<file path="src/rtl/mbox_pkg.sv">
// Shared constants for the AHB mailbox: register offsets, FSM states, STATUS fields.
package mbox_pkg;

  localparam int unsigned OFF_HALT   = 32'h00;
  localparam int unsigned OFF_PUTC   = 32'h04;
  localparam int unsigned OFF_CYC_LO = 32'h08;
  localparam int unsigned OFF_CYC_HI = 32'h0C;
  localparam int unsigned OFF_STATUS = 32'h10;

  localparam logic [1:0] ST_IDLE = 2'd0;
  localparam logic [1:0] ST_WAIT = 2'd1;
  localparam logic [1:0] ST_ERR1 = 2'd2;
  localparam logic [1:0] ST_ERR2 = 2'd3;

  localparam int unsigned STAT_USED_LSB = 0;
  localparam int unsigned STAT_FREE_LSB = 8;
  localparam int unsigned STAT_FIELD_W  = 8;

  localparam logic [2:0] HSIZE_WORD = 3'd2;

endpackage

</file>
<file path="src/rtl/mbox_fifo.sv">
// Power-of-two character FIFO with valid/ready style push/pop and occupancy count.
module mbox_fifo #(
  parameter int unsigned DEPTH = 8,
  parameter int unsigned WIDTH = 8
) (
  input  logic                     clk,
  input  logic                     rst_n,
  input  logic                     push_i,
  input  logic [WIDTH-1:0]         data_i,
  output logic                     full_o,
  input  logic                     pop_i,
  output logic [WIDTH-1:0]         data_o,
  output logic                     empty_o,
  output logic [$clog2(DEPTH):0]   count_o
);

  localparam int unsigned AW = $clog2(DEPTH);
  localparam int unsigned CW = AW + 1;

  logic [WIDTH-1:0] mem_q [DEPTH];
  logic [AW-1:0]    wr_ptr_q, wr_ptr_d;
  logic [AW-1:0]    rd_ptr_q, rd_ptr_d;
  logic [CW-1:0]    count_q, count_d;
  logic             do_push, do_pop;

  assign empty_o = (count_q == '0);
  assign full_o  = (count_q == CW'(DEPTH));
  assign count_o = count_q;
  assign data_o  = empty_o ? '0 : mem_q[rd_ptr_q];

  // A push into a full FIFO is only allowed when a pop frees the slot this cycle.
  assign do_pop  = pop_i && !empty_o;
  assign do_push = push_i && (!full_o || do_pop);

  always_comb begin
    wr_ptr_d = wr_ptr_q;
    rd_ptr_d = rd_ptr_q;
    count_d  = count_q;
    if (do_push) wr_ptr_d = wr_ptr_q + AW'(1);
    if (do_pop)  rd_ptr_d = rd_ptr_q + AW'(1);
    if (do_push && !do_pop)      count_d = count_q + CW'(1);
    else if (!do_push && do_pop) count_d = count_q - CW'(1);
  end

  always_ff @(posedge clk or negedge rst_n) begin
    if (!rst_n) begin
      wr_ptr_q <= '0;
      rd_ptr_q <= '0;
      count_q  <= '0;
    end else begin
      wr_ptr_q <= wr_ptr_d;
      rd_ptr_q <= rd_ptr_d;
      count_q  <= count_d;
    end
  end

  always_ff @(posedge clk) begin
    if (do_push) mem_q[wr_ptr_q] <= data_i;
  end

endmodule

</file>
<file path="src/rtl/ahb_mbox.sv">
// AHB-Lite simulation mailbox: HALT/PUTC sinks, 64-bit cycle counter with
// coherent hi/lo reads, and FIFO status.
module ahb_mbox
  import mbox_pkg::*;
#(
  parameter int unsigned FIFO_DEPTH = 8,
  parameter int unsigned ADDR_W     = 8
) (
  input  logic              clk,
  input  logic              rst_n,
  input  logic              hsel,
  input  logic [ADDR_W-1:0] haddr,
  input  logic [1:0]        htrans,
  input  logic              hwrite,
  input  logic [2:0]        hsize,
  input  logic [31:0]       hwdata,
  input  logic              hready,
  output logic              hreadyout,
  output logic [31:0]       hrdata,
  output logic              hresp,
  output logic              putc_valid,
  output logic [7:0]        putc_data,
  input  logic              putc_ready,
  output logic              halt,
  output logic [31:0]       halt_code
);

  localparam int unsigned CNT_W = $clog2(FIFO_DEPTH) + 1;

  logic [1:0]       state_q, state_d;
  logic             dph_q, dph_d;
  logic             dph_putc_q, dph_putc_d;
  logic [63:0]      cyc_q;
  logic [31:0]      shadow_q, shadow_d;
  logic [31:0]      hrdata_q, hrdata_d;
  logic             halt_q, halt_d;
  logic [31:0]      halt_code_q, halt_code_d;

  logic             fifo_full, fifo_empty;
  logic [CNT_W-1:0] fifo_count;
  logic [7:0]       fifo_data;

  logic             accept_c, legal_c, is_putc_c, is_cyc_lo_c;
  logic [31:0]      rvalue_c, status_c;
  logic             putc_pend_c, push_c, pop_c, stall_c, hreadyout_c;

  mbox_fifo #(
    .DEPTH (FIFO_DEPTH),
    .WIDTH (8)
  ) u_fifo (
    .clk     (clk),
    .rst_n   (rst_n),
    .push_i  (push_c),
    .data_i  (hwdata[7:0]),
    .full_o  (fifo_full),
    .pop_i   (pop_c),
    .data_o  (fifo_data),
    .empty_o (fifo_empty),
    .count_o (fifo_count)
  );

  always_comb begin
    status_c = '0;
    status_c[STAT_FREE_LSB +: STAT_FIELD_W] = STAT_FIELD_W'(FIFO_DEPTH) - STAT_FIELD_W'(fifo_count);
    status_c[STAT_USED_LSB +: STAT_FIELD_W] = STAT_FIELD_W'(fifo_count);
  end

  // Address-phase decode: legality and read value are resolved before the data phase.
  always_comb begin
    legal_c     = 1'b0;
    rvalue_c    = '0;
    is_putc_c   = (haddr == ADDR_W'(OFF_PUTC));
    is_cyc_lo_c = (haddr == ADDR_W'(OFF_CYC_LO));
    if (haddr == ADDR_W'(OFF_HALT)) begin
      legal_c = hwrite && (hsize == HSIZE_WORD);
    end else if (is_putc_c) begin
      legal_c = hwrite && (hsize <= HSIZE_WORD);
    end else if (is_cyc_lo_c) begin
      legal_c  = !hwrite && (hsize == HSIZE_WORD);
      rvalue_c = cyc_q[31:0];
    end else if (haddr == ADDR_W'(OFF_CYC_HI)) begin
      legal_c  = !hwrite && (hsize == HSIZE_WORD);
      rvalue_c = shadow_q;
    end else if (haddr == ADDR_W'(OFF_STATUS)) begin
      legal_c  = !hwrite && (hsize == HSIZE_WORD);
      rvalue_c = status_c;
    end
  end

  assign pop_c       = !fifo_empty && putc_ready;
  assign putc_pend_c = ((state_q == ST_IDLE) && dph_q && dph_putc_q) || (state_q == ST_WAIT);
  assign push_c      = putc_pend_c && (!fifo_full || pop_c);
  assign stall_c     = putc_pend_c && !push_c;
  assign hreadyout_c = (state_q != ST_ERR1) && !stall_c;
  assign accept_c    = hsel && htrans[1] && hready && hreadyout_c;

  always_comb begin
    state_d     = state_q;
    dph_d       = 1'b0;
    dph_putc_d  = dph_putc_q;
    hrdata_d    = '0;
    shadow_d    = shadow_q;
    halt_d      = halt_q;
    halt_code_d = halt_code_q;

    // HALT is sticky: only the first write lands.
    if ((state_q == ST_IDLE) && dph_q && !dph_putc_q && !halt_q) begin
      halt_d      = 1'b1;
      halt_code_d = hwdata;
    end

    case (state_q)
      ST_ERR1: state_d = ST_ERR2;
      default: begin
        if (stall_c)                   state_d = ST_WAIT;
        else if (accept_c && !legal_c) state_d = ST_ERR1;
        else                           state_d = ST_IDLE;
      end
    endcase

    if (accept_c && legal_c) begin
      dph_d      = hwrite;
      dph_putc_d = is_putc_c;
      if (!hwrite) hrdata_d = rvalue_c;
      if (!hwrite && is_cyc_lo_c) shadow_d = cyc_q[63:32];
    end
  end

  always_ff @(posedge clk or negedge rst_n) begin
    if (!rst_n) begin
      state_q     <= ST_IDLE;
      dph_q       <= 1'b0;
      dph_putc_q  <= 1'b0;
      cyc_q       <= '0;
      shadow_q    <= '0;
      hrdata_q    <= '0;
      halt_q      <= 1'b0;
      halt_code_q <= '0;
    end else begin
      state_q     <= state_d;
      dph_q       <= dph_d;
      dph_putc_q  <= dph_putc_d;
      cyc_q       <= cyc_q + 64'd1;
      shadow_q    <= shadow_d;
      hrdata_q    <= hrdata_d;
      halt_q      <= halt_d;
      halt_code_q <= halt_code_d;
    end
  end

  assign hreadyout  = hreadyout_c;
  assign hresp      = (state_q == ST_ERR1) || (state_q == ST_ERR2);
  assign hrdata     = hrdata_q;
  assign putc_valid = !fifo_empty;
  assign putc_data  = fifo_data;
  assign halt       = halt_q;
  assign halt_code  = halt_code_q;

endmodule

</file>
<file path="config.mk">
export PLATFORM = sky130hd
export DESIGN_NAME = ahb_mbox
export DESIGN_NICKNAME = d
export VERILOG_FILES = /design/src/rtl/mbox_pkg.sv /design/src/rtl/mbox_fifo.sv /design/src/rtl/ahb_mbox.sv
export SDC_FILE = /design/constraint.sdc
export NUM_CORES = 1
export LEC_CHECK = 0
export ABC_AREA = 1
export ABC_CLOCK_PERIOD_IN_PS = 4400
export CAP_MARGIN = 20
export CORE_ASPECT_RATIO = 0.75
export CORE_MARGIN = 3
export CORE_UTILIZATION = 50
export DETAILED_ROUTE_END_ITERATION = 6
export PLACE_DENSITY = 0.72
export SETUP_SLACK_MARGIN = 0.4
export SYNTH_ARGS = -nofsm -noshare
export SYNTH_HDL_FRONTEND = slang
export SYNTH_HIERARCHICAL = 1
export SYNTH_SLANG_ARGS = --single-unit
</file>
<file path="constraint.sdc">
create_clock -name clk -period 4.4 [get_ports clk]
set_input_delay 0.44 -clock clk [delete_from_list [all_inputs] [get_ports clk]]
set_output_delay 0.44 -clock clk [all_outputs]
set_load 0.05 [all_outputs]
</file>
Yosys cells after proc, flatten, opt, wreduce, memory -nomap -nowiden
Memories as Yosys holds them, arrays and structs flattened.
Cells that the tools add are included.
Operators by class
  multiplexer cells: 21
  multipliers: 0
  shift-type cells: 0
  $lt $le $gt $ge: 1
  $add $sub $neg: 6
  divide/modulo/power cells: 0
  bitwise operators: 0
  reductions and logical operators: 40
  eq/ne operators: 10
Operator list (number)
  32-bit 2-to-1 mux: 6
  64-bit by 1-bit adder with 64-bit output, second input constant: 1
  1-bit logical AND: 21
  8-bit by 4-bit == test with 1-bit output, second input constant: 2
  16-bit 2-to-1 mux: 1
  1-bit logical NOT: 10
  8-bit by 3-bit == test with 1-bit output, second input constant: 1
  8-bit by 5-bit == test with 1-bit output, second input constant: 1
  8-bit logical NOT: 1
  1-bit 2-to-1 mux: 8
  4-bit 2-to-1 mux: 2
  8-bit 2-to-1 mux: 1
  3-bit by 1-bit adder with 3-bit output, second input constant: 2
  2-bit 2-to-1 mux: 3
  4-bit by 4-bit subtractor with 5-bit output, first input constant: 1
  4-bit by 1-bit adder with 4-bit output, second input constant: 1
  2-bit == test, second input constant: 2
  4-bit == test, second input constant: 1
  4-bit logical NOT: 1
  1-bit logical OR: 4
  4-bit by 1-bit subtractor with 4-bit output, second input constant: 1
  3-bit by 2-bit == test with 1-bit output, second input constant: 1
  3-bit by 2-bit <= comparator with 1-bit output, second input constant: 1
  2-bit by 1-bit == test with 1-bit output, second input constant: 1
  other kinds (4): 4
Storage, ports and cells
  latch bits: 0
  flip-flop bits (word level): 175
  memory bits (writable): 64
  ROM bits: 0
  memories kept: 1
  input bits: 51
Memories
  u_fifo.mem_q: words 8, bits a word 8, rd ports 1, clocked after memory_dff 0, write ports 1, line mbox_fifo.sv:20  | logic [WIDTH-1:0] mem_q [DEPTH];

Longest topological paths before layout
Gate-level depths: netlist of run 1.
  word-level depth: 14
  mapped depth: 17
  depth with buffers taken out: 17

Modules after synthesis
Netlist of run 1, hierarchy kept.
Modules (own cells, without submodules)
  ahb_mbox: cells an instance 900, area each 8091.5 µm², seq. area each 4129.0 µm², instances 1
  mbox_fifo: cells an instance 359, area each 3512.1 µm², seq. area each 2172.1 µm², instances 1

Least setup slack after synthesis of run 1
OpenSTA, ideal clock, no wires.
  path kind: reg-to-reg
  from: register u_fifo.count_q[3], in the netlist u_fifo/count_o[3]
  to: register u_fifo.count_q[3], in the netlist u_fifo/count_o[3]
  library setup time: 0.117 ns
  path buffers: 0
  stages on the path, launching flop included: 17
  arrival time: 2.268 ns
  slack: 2.015 ns
  clock period less this slack: 2.385 ns
  path through: dfrtp_1 > inv_1 > nand3_4 > inv_1 > o21ai_1 > inv_1 > nor2_1 > nand2_2 > inv_1 > ha_1 > inv_1 > ha_1 > or2_2 > nand2_1 > nand2_1 > nand3_1 > nand2_1
Between the ends
  longest elaborated chain between the ends: 9
RTL lines
  start, declared: line mbox_fifo.sv:23  | logic [CW-1:0] count_q, count_d;
  start signal, assigned: line mbox_fifo.sv:53  | count_q <= count_d;
  4-bit logical NOT *: line mbox_fifo.sv:26  | assign empty_o = (count_q == '0);
  named net fifo_empty: line ahb_mbox.sv:39  | logic fifo_full, fifo_empty;
  1-bit logical NOT *: line ahb_mbox.sv:90  | assign pop_c = !fifo_empty && putc_ready;
  1-bit logical AND *: line ahb_mbox.sv:90
  1-bit logical OR *: line ahb_mbox.sv:92  | assign push_c = putc_pend_c && (!fifo_full || pop_c);
  1-bit logical AND *: line ahb_mbox.sv:92
  named net push_c: line ahb_mbox.sv:45  | logic putc_pend_c, push_c, pop_c, stall_c, hreadyout_c;
  1-bit logical AND *: line mbox_fifo.sv:33  | assign do_push = push_i && (!full_o || do_pop);
  named net u_fifo.do_push: line mbox_fifo.sv:24  | logic do_push, do_pop;
  1-bit logical NOT: line mbox_fifo.sv:42  | else if (!do_push && do_pop) count_d = count_q - CW'(1);
  1-bit logical AND: line mbox_fifo.sv:42
  2-bit nonzero test (no line)
Mark *: on every way through the listed nets, which the timed path passes. The rest lies on a longest branch. The select of a mux whose other input is x is not followed.
A chain may end at the register's enable or synchronous reset.

Worst setup path after layout of run 1
  from: register u_fifo.rd_ptr_q[0]
  to: output port putc_data[5]
Between the ends
  longest elaborated chain between the ends: 2
RTL lines
  start, declared: line mbox_fifo.sv:22  | logic [AW-1:0] rd_ptr_q, rd_ptr_d;
  start signal, assigned: line mbox_fifo.sv:52  | rd_ptr_q <= rd_ptr_d;
  memory 8 x 8 bit
  8-bit 2-to-1 mux: line mbox_fifo.sv:29  | assign data_o = empty_o ? '0 : mem_q[rd_ptr_q];
  end, declared: line ahb_mbox.sv:22  | output logic [7:0] putc_data,
No other way between the ends.

==> results.md, run 1 <==
* Routability Congestion at between 0.9 and 1
* Min-Delay Path Class: primary input to async pin
* Worst Reg-to-Reg Cells at 16
* Initial cell density of the core at about half
* Post-CTS Resized at 0
* TritonCTS Sinks at 239
* Post-CTS setup buffer count at 0
* Post-route insts no fill at 1697
* IO buf count at 125
* Final worst slack at 1.07 ns
* GRT Util Overall at between 20% and 30%
* CP peak stage delay at between 0.8 and 0.9 ns
* Slew @ Worst Pin at 0.978 ns
* FF-to-FF End: u_fifo/count_o[3]
* Crit path launch type: register
* Critical R2R Launch: u_fifo/count_o[1]
* Yosys cell types at 41
* Top-area cell type share of the netlist area at 37.7%
* Worst path buffer plus inverter count at 3
* Total Wirelength at 29700 microns
* Dpl ws at 1.43 ns
* Via-per-instance ratio at 5.30
* Clock latency on the worst-skew pair at 0.53 ns
* # fillers at 1964
* CP cell instances: buf_4 -> inv_4 -> nand2_1 -> nand3_1 -> nand2_1 -> nor2_1 -> nor2_1 -> clkdlybuf4s50_1
* DP Cell Count at roughly 1600
* Vias in the first global route at 8432
* Commonest cells post-synth: nand2_1 (306), dfrtp_1 (175), inv_1 (160), nor2_1 (107), nand3_1 (81)
* Post-route ant nets at 0
* Total CTS buffers at 25
* Largest net degree at the start of global routing at between 100 and 150
* Row Count at between 40 and 50
* GRT overflow at 0
* FF-to-FF setup slack at 1.40 ns
* Clock transition at path regs at 0.06 ns
* CTS tree: yes
* Synth area leader: dfrtp_1
* Final Max Slew Viols at 0
* Final #Nets at ~1400
* CP max-delay cell: clkdlybuf4s50_1
* Fin Setup TNS at 0 ns
* Period utilisation layout at 75.7%
* Core ar. at ~0.022 sq mm
* Fin crit period at ~3.3 ns
* WP data required at 3.96 ns
* Fin. Hold Viols at 0
* Sequential area share after synthesis at between 50% and 60%
* Drt drc at 0
* Area grow syn2layout at 19.7%
* Most frequent cell after synthesis: nand2_1
* CP Class: register to output pin
* Mapped Avg Cell Area at approximately 9.2 sq um
* P per Cell Area at 443 mW/mm^2
* Max Cap Viol at 0
* Dominant synthesized flop cell: dfrtp_1
* Synth top area cells: dfrtp_1 (38%), edfxtp_1 (17%), nand2_1 (9.9%)
* Crit-path max FO at 34
* Vias at ~9000
* I/O Pins at around 130
* Yosys warning count at 6
* LEAKAGE at 0.00614 uW
* Root Buffer: clkbuf_16
* Asr flop ratio synth at 73.2%
* Top Family by Delay on Critical Path: buffers and inverters
* Final setup vio count at 0
* Vert. Die Dim at ~140 microns
* Peak Freq at 0.300 GHz
* DR iter-0 viols at 779
* Peak supply drop at 0.322 mV
* First-pass GRT wire length at 46700 microns
* Depth of the CTS H-tree at 1
* Die Area at 0.0251 sq mm
* Initial antenna violation count at 0
* Maximum root-to-sink buffer count at 3
* #FFs+latches synth at 239
* HPWL Detailed at approximately 21000 microns
* Cells after synthesis at 1259
* Critical Path Sink Type: output pin
* Syn nets at 1318
* Mapped Area at between 0.01 and 0.015 sq mm
* CP Data Arrival Time at ~2.9 ns
* RSZ-0062 raised after global routing: no
* Share of layout cells above drive strength 1 at 11.3%
* Worst Skew at 0.0253 ns
* Drt first pass iters at 5
* Avg WL per Cell at 17.5 microns
* Worst slew margin at 34.6%
* Post-synth EDFFs at 64
* Status: finished, final reports clean
* Diodes inserted at 0
* Die width at 182 microns
[through the flow]
step / util [%] / hold slack [ns] / cell area (sq um) / total power (uW)
floorplan: - / 0.144 / 11600 / 3720
global placement: 58.4 / 0.457 / 13100 / 4140
detailed placement: 58.4 / 0.459 / 13100 / 4190
CTS: 61.8 / 0.127 / 13900 / 6190
global route: 62.0 / 0.376 / 13900 / 6440
finish: 62.0 / 0.353 / 13900 / 6150
[state kept, by name (all words and copies together) (netlist names)]
| name | flops |
|---|---|
| dph_q | 1 |
| state_q | 2 |
| u_fifo/count_o | 4 |
| cyc_q | 64 |
| u_fifo/rd_ptr_q | 3 |
| dph_putc_q | 1 |
| u_fifo/wr_ptr_q | 3 |
| hrdata | 32 |
| shadow_q | 32 |
| halt | 1 |
| halt_code | 32 |
| u_fifo/mem_q | 64 |
[worst reg2reg max path, cell delays in order, from the launching register on]
cell     delay [ns]
dfrtp_1        0.51
nor2_4         0.21
nand3_4        0.17
inv_1          0.15
nor2_1         0.08
inv_1          0.07
nand4_2        0.11
nand2_2        0.24
inv_1          0.14
ha_1           0.23
inv_1          0.14
ha_1           0.27
or2_2          0.31
nand2_1        0.07
nand2_1        0.06
nand3_1        0.07
nand2_1        0.05
[worst max path at each step]
stage / from / endpoint / slack (ns) / cells after the start
3_5_place_dp: haddr[4] / shadow_q[24] / 1.43 / 11
3_3_place_gp: haddr[4] / shadow_q[25] / 1.46 / 11
5_1_grt: u_fifo/rd_ptr_q[0] / putc_data[5] / 0.91 / 8
4_1_cts: u_fifo/rd_ptr_q[0] / putc_data[5] / 1.04 / 8
6_report: u_fifo/rd_ptr_q[0] / putc_data[5] / 1.07 / 8
2_1_floorplan: u_fifo/count_o[3] / u_fifo/count_o[3] / 2.01 / 16
[layout by cell type (no fill, tap or decap), types with 3 or more instances in the layout]
cell	synthesis	routed
clkbuf_16	0	25
inv_1	160	160
nor2_2	4	5
clkbuf_1	9	6
nand3_1	81	80
mux2_2	32	32
nor3_1	46	44
nand2_1	306	306
clkinv_2	0	5
nor2_4	5	5
xnor2_1	25	25
ha_1	7	7
nor2_1	107	106
xor2_1	43	43
dfrtp_1	175	175
clkinv_1	0	3
clkdlybuf4s50_1	0	124
or2_2	4	4
buf_4	7	13
a21oi_1	4	4
nand4_1	53	53
a221oi_1	3	3
edfxtp_1	64	64
nor4_1	3	3
nand2_2	16	16
inv_2	10	10
o21ai_0	26	26
nor3_2	21	23
nand4_2	3	3
mux2i_1	4	4
[timing repair]
item | 4_1_cts | 5_1_grt
endpoints found under the setup margin | 0 | 0
hold buffers | 0 | 1
hold endpoints to repair | 0 | 22
[layout make-up]
cell class                 instances  area (sq um)  area share [%]
tap                              294           368            2.65
clock inverter                    13          98.8           0.712
clock buffer                      33           676            4.86
timing repair buffer             141          1410            10.1
multi-input combinational        805          4390            31.6
sequential                       239          6300            45.4
inverter                         172           651            4.68
[per-layer routing]
metal / vias up / track usage (%) / part of all wire, %
met4: 0 / 3.97 / 1.6
met1: 4275 / 38.2 / 49
met2: 354 / 33.0 / 41
li1: 4320 / - / -
met3: 37 / 3.99 / 8.2
met5: - / 0 / 0
[report_power, final]
| part | switching, uW | leakage [uW] | internal, uW |
|---|---|---|---|
| Clock | 848 | 0.000377 | 1140 |
| Combinational | 1080 | 0.00285 | 534 |
| Sequential | 155 | 0.00291 | 2400 |
[cell families after synthesis]
family / count (synthesis) / share of synthesized area (%)
buffers and inverters: 215 / 8.03
multiplexers: 36 / 3.45
AND/OR/NAND/NOR: 653 / 26.1
flip-flops: 239 / 54.3
AO/OA/AOI/OAI: 40 / 2.03
adder cells (fa/ha/maj): 8 / 0.927
XOR/XNOR: 68 / 5.13
(Power assumes the default switching activity.)
==> inputs of run 2 (changes only) <==
Settings changed: ABC_CLOCK_PERIOD_IN_PS 4400 to 3400.
Clock period 4.4 ns to 3.4 ns, I/O delays scaled along.
==> results.md, run 2 (synthesized netlist as in run 1, its figures left out) <==
* Status: finished, final reports clean
* CP peak stage delay at 0.88 ns (+0.05 ns)
* Worst Skew at 0.0112 ns (-0.0141 ns)
* WP data required at 3.06 ns (-0.90 ns)
* Vias in the first global route at 8578 (+1.7%)
* IO buf count at 125 (unchanged)
* Die width at 182 microns (unchanged)
* Multi-input logic area at 0.00439 sq mm (about the same)
* P per Cell Area at 571 mW/mm^2 (+29%)
* Post-route insts no fill at 1700 (+0.18%)
* DR iter-0 viols at 747 (-4.1%)
* FF+latch area at 0.00631 sq mm (about the same)
* Hold Path Depth at 2
* Final #Nets at 1447 (+0.28%)
* Row Count at 47 (unchanged)
* First-pass GRT wire length at 47900 microns (+2.7%)
* Via-per-instance ratio at 5.31 (+0.27%)
* Min-Delay Path Class: primary input to register
* Peak Freq at 0.351 GHz
* Most common cell after layout, fill and taps aside: nand2_1
* GRT Util Overall at 24.1% (+0.62 points)
* CP cell instances: inv_4 -> nand3_1 -> nand2_1 -> nor2_1 -> nor2_1 -> clkdlybuf4s15_1
* Overall Power at 7950 uW (+29%)
* Period utilisation layout at 83.9%
* Drt drc at 0 (unchanged)
* Share of layout cells above drive strength 1 at 11.7% (+0.40 points)
* Final setup vio count at 0 (unchanged)
* Most frequent cells in the layout: nand2_1 (306), dfrtp_1 (171), inv_1 (159)
* FF-to-FF setup slack at 0.62 ns (-0.78 ns)
* Core ar. at 0.0224 sq mm (unchanged)
* Crit path launch type: register
* Depth of the CTS H-tree at 1 (unchanged)
* Worst hold slack at 0.439 ns (+0.0856 ns)
* Most frequent CP cell: nor2_1
* DP Cell Count at 1655 (+0.36%)
* Peak supply drop at 0.324 mV (+0.76%)
* Vert. Die Dim at 138 microns (unchanged)
* Crit-path max FO at 18 (-47%)
* CP Data Arrival Time at 2.51 ns (-0.38 ns)
* Area grow syn2layout at 19.9%
* Clock latency on the worst-skew pair at 0.51 ns (-0.02 ns)
* CP Class: register to output pin
* RSZ-0062 raised after global routing: no
* HPWL Detailed at 21500 microns (+1.6%)
* Worst Reg-to-Reg Cells at 16 (unchanged)
* I/O Pins at 127 (unchanged)
* Top Family by Delay on Critical Path: flip-flops
* # fillers at 1876 (-4.5%)
* Vias at 9026 (+0.45%)
* Final Max Slew Viols at 0 (unchanged)
* Worst slew margin at 45.1% (+10 points)
* Total CTS buffers at 24 (-4.0%)
* Maximum root-to-sink buffer count at 3 (unchanged)
* Total Wirelength at 29900 microns (+0.72%)
* Avg WL per Cell at 17.6 microns (+0.54%)
* Worst path buffer plus inverter count at 2 (-1)
* Fin. Hold Viols at 0 (unchanged)
* Die Area at 0.0251 sq mm (unchanged)
* Diodes inserted at 0 (unchanged)
* CP max-delay cell: dfrtp_1
* CTS tree: yes
* Largest net degree at the start of global routing at 84 (-23%)
* Initial antenna violation count at 0 (unchanged)
* LEAKAGE at 0.00617 uW (+0.50%)
* WP depth at 6 (-2)
* Drt first pass iters at 7 (+2)
* TritonCTS Sinks at 239 (unchanged)
* Max Cap Viol at 0 (unchanged)
* Clock transition at path regs at 0.06 ns (about the same)
* Slew @ Worst Pin at 0.824 ns (-0.154 ns)
* Critical Path Sink Type: output pin
* Largest regs: cyc_q: 64 flops, u_fifo/mem_q: 64 flops
* Fin Setup TNS at 0 ns (unchanged)
* Post-route ant nets at 0 (unchanged)
* Initial cell density of the core at 51.8% (unchanged)
* Routability Congestion at 0.940 (-1.9%)
* Fin crit period at 2.85 ns
* Post-CTS setup buffer count at 0 (unchanged)
* GRT overflow at 0 (unchanged)
* Root Buffer: clkbuf_16
run 2: cell types whose count changed in the layout (fill, tap and decap cells not counted), moves of 3 or more:
cell	before	now
buf_4	13	18
dfrtp_2	0	4
clkdlybuf4s50_1	124	115
clkinv_1	3	6
dlygate4sd2_1	0	6
dfrtp_1	175	171
run 2: path summary, 6_finish.rpt:
check	from	to
setup / recovery	u_fifo/rd_ptr_q[1]	putc_data[4]
hold / removal	hwdata[21]	halt_code[21]
setup reg to reg	u_fifo/count_o[2]	u_fifo/count_o[3]
hold reg to reg	shadow_q[18]	shadow_q[18]
max in group asynchronous	rst_n	halt_code[10]
min in group asynchronous	rst_n	cyc_q[46]
run 2: timing repair:
action	in CTS	in global routing
endpoints found under the setup margin	9	4
pin swaps	0	0
hold buffers	1	0
hold endpoints to repair	80	0
gates resized for setup	9	12
run 2: metrics by stage:
stage	cell area [sq um]	worst slack, ns	util (%)
finish	13900	0.549	62.1
global route	13900	0.374	62.1
CTS	13900	0.490	62.1
detailed placement	13100	0.507	58.6
global placement	13100	0.603	58.6
floorplan	11600	1.01	-
run 2: final cells by class:
| class | count | area share (%) |
|---|---|---|
| Sequential cell | 239 | 45.3 |
| Multi-Input combinational cell | 805 | 31.5 |
| Timing Repair Buffer | 146 | 10.2 |
| Inverter | 172 | 4.68 |
| Clock buffer | 31 | 4.66 |
| Tap cell | 294 | 2.64 |
| Clock inverter | 13 | 0.980 |
run 2: power by group:
| part | switching, uW | leakage, uW | total, uW | internal, uW |
|---|---|---|---|---|
| Sequential | 193 | 0.00291 | 3300 | 3110 |
| Combinational | 1380 | 0.00288 | 2000 | 619 |
| Clock | 1080 | 0.000383 | 2650 | 1570 |
run 2: layer usage:
layer / track usage [%] / part of all wire [%] / wire [microns]
met5: 0 / 0 / 0
met4: 4.48 / 1.7 / 507
met3: 5.30 / 9.2 / 2740
met2: 35.3 / 42 / 12500
met1: 37.2 / 47 / 14200
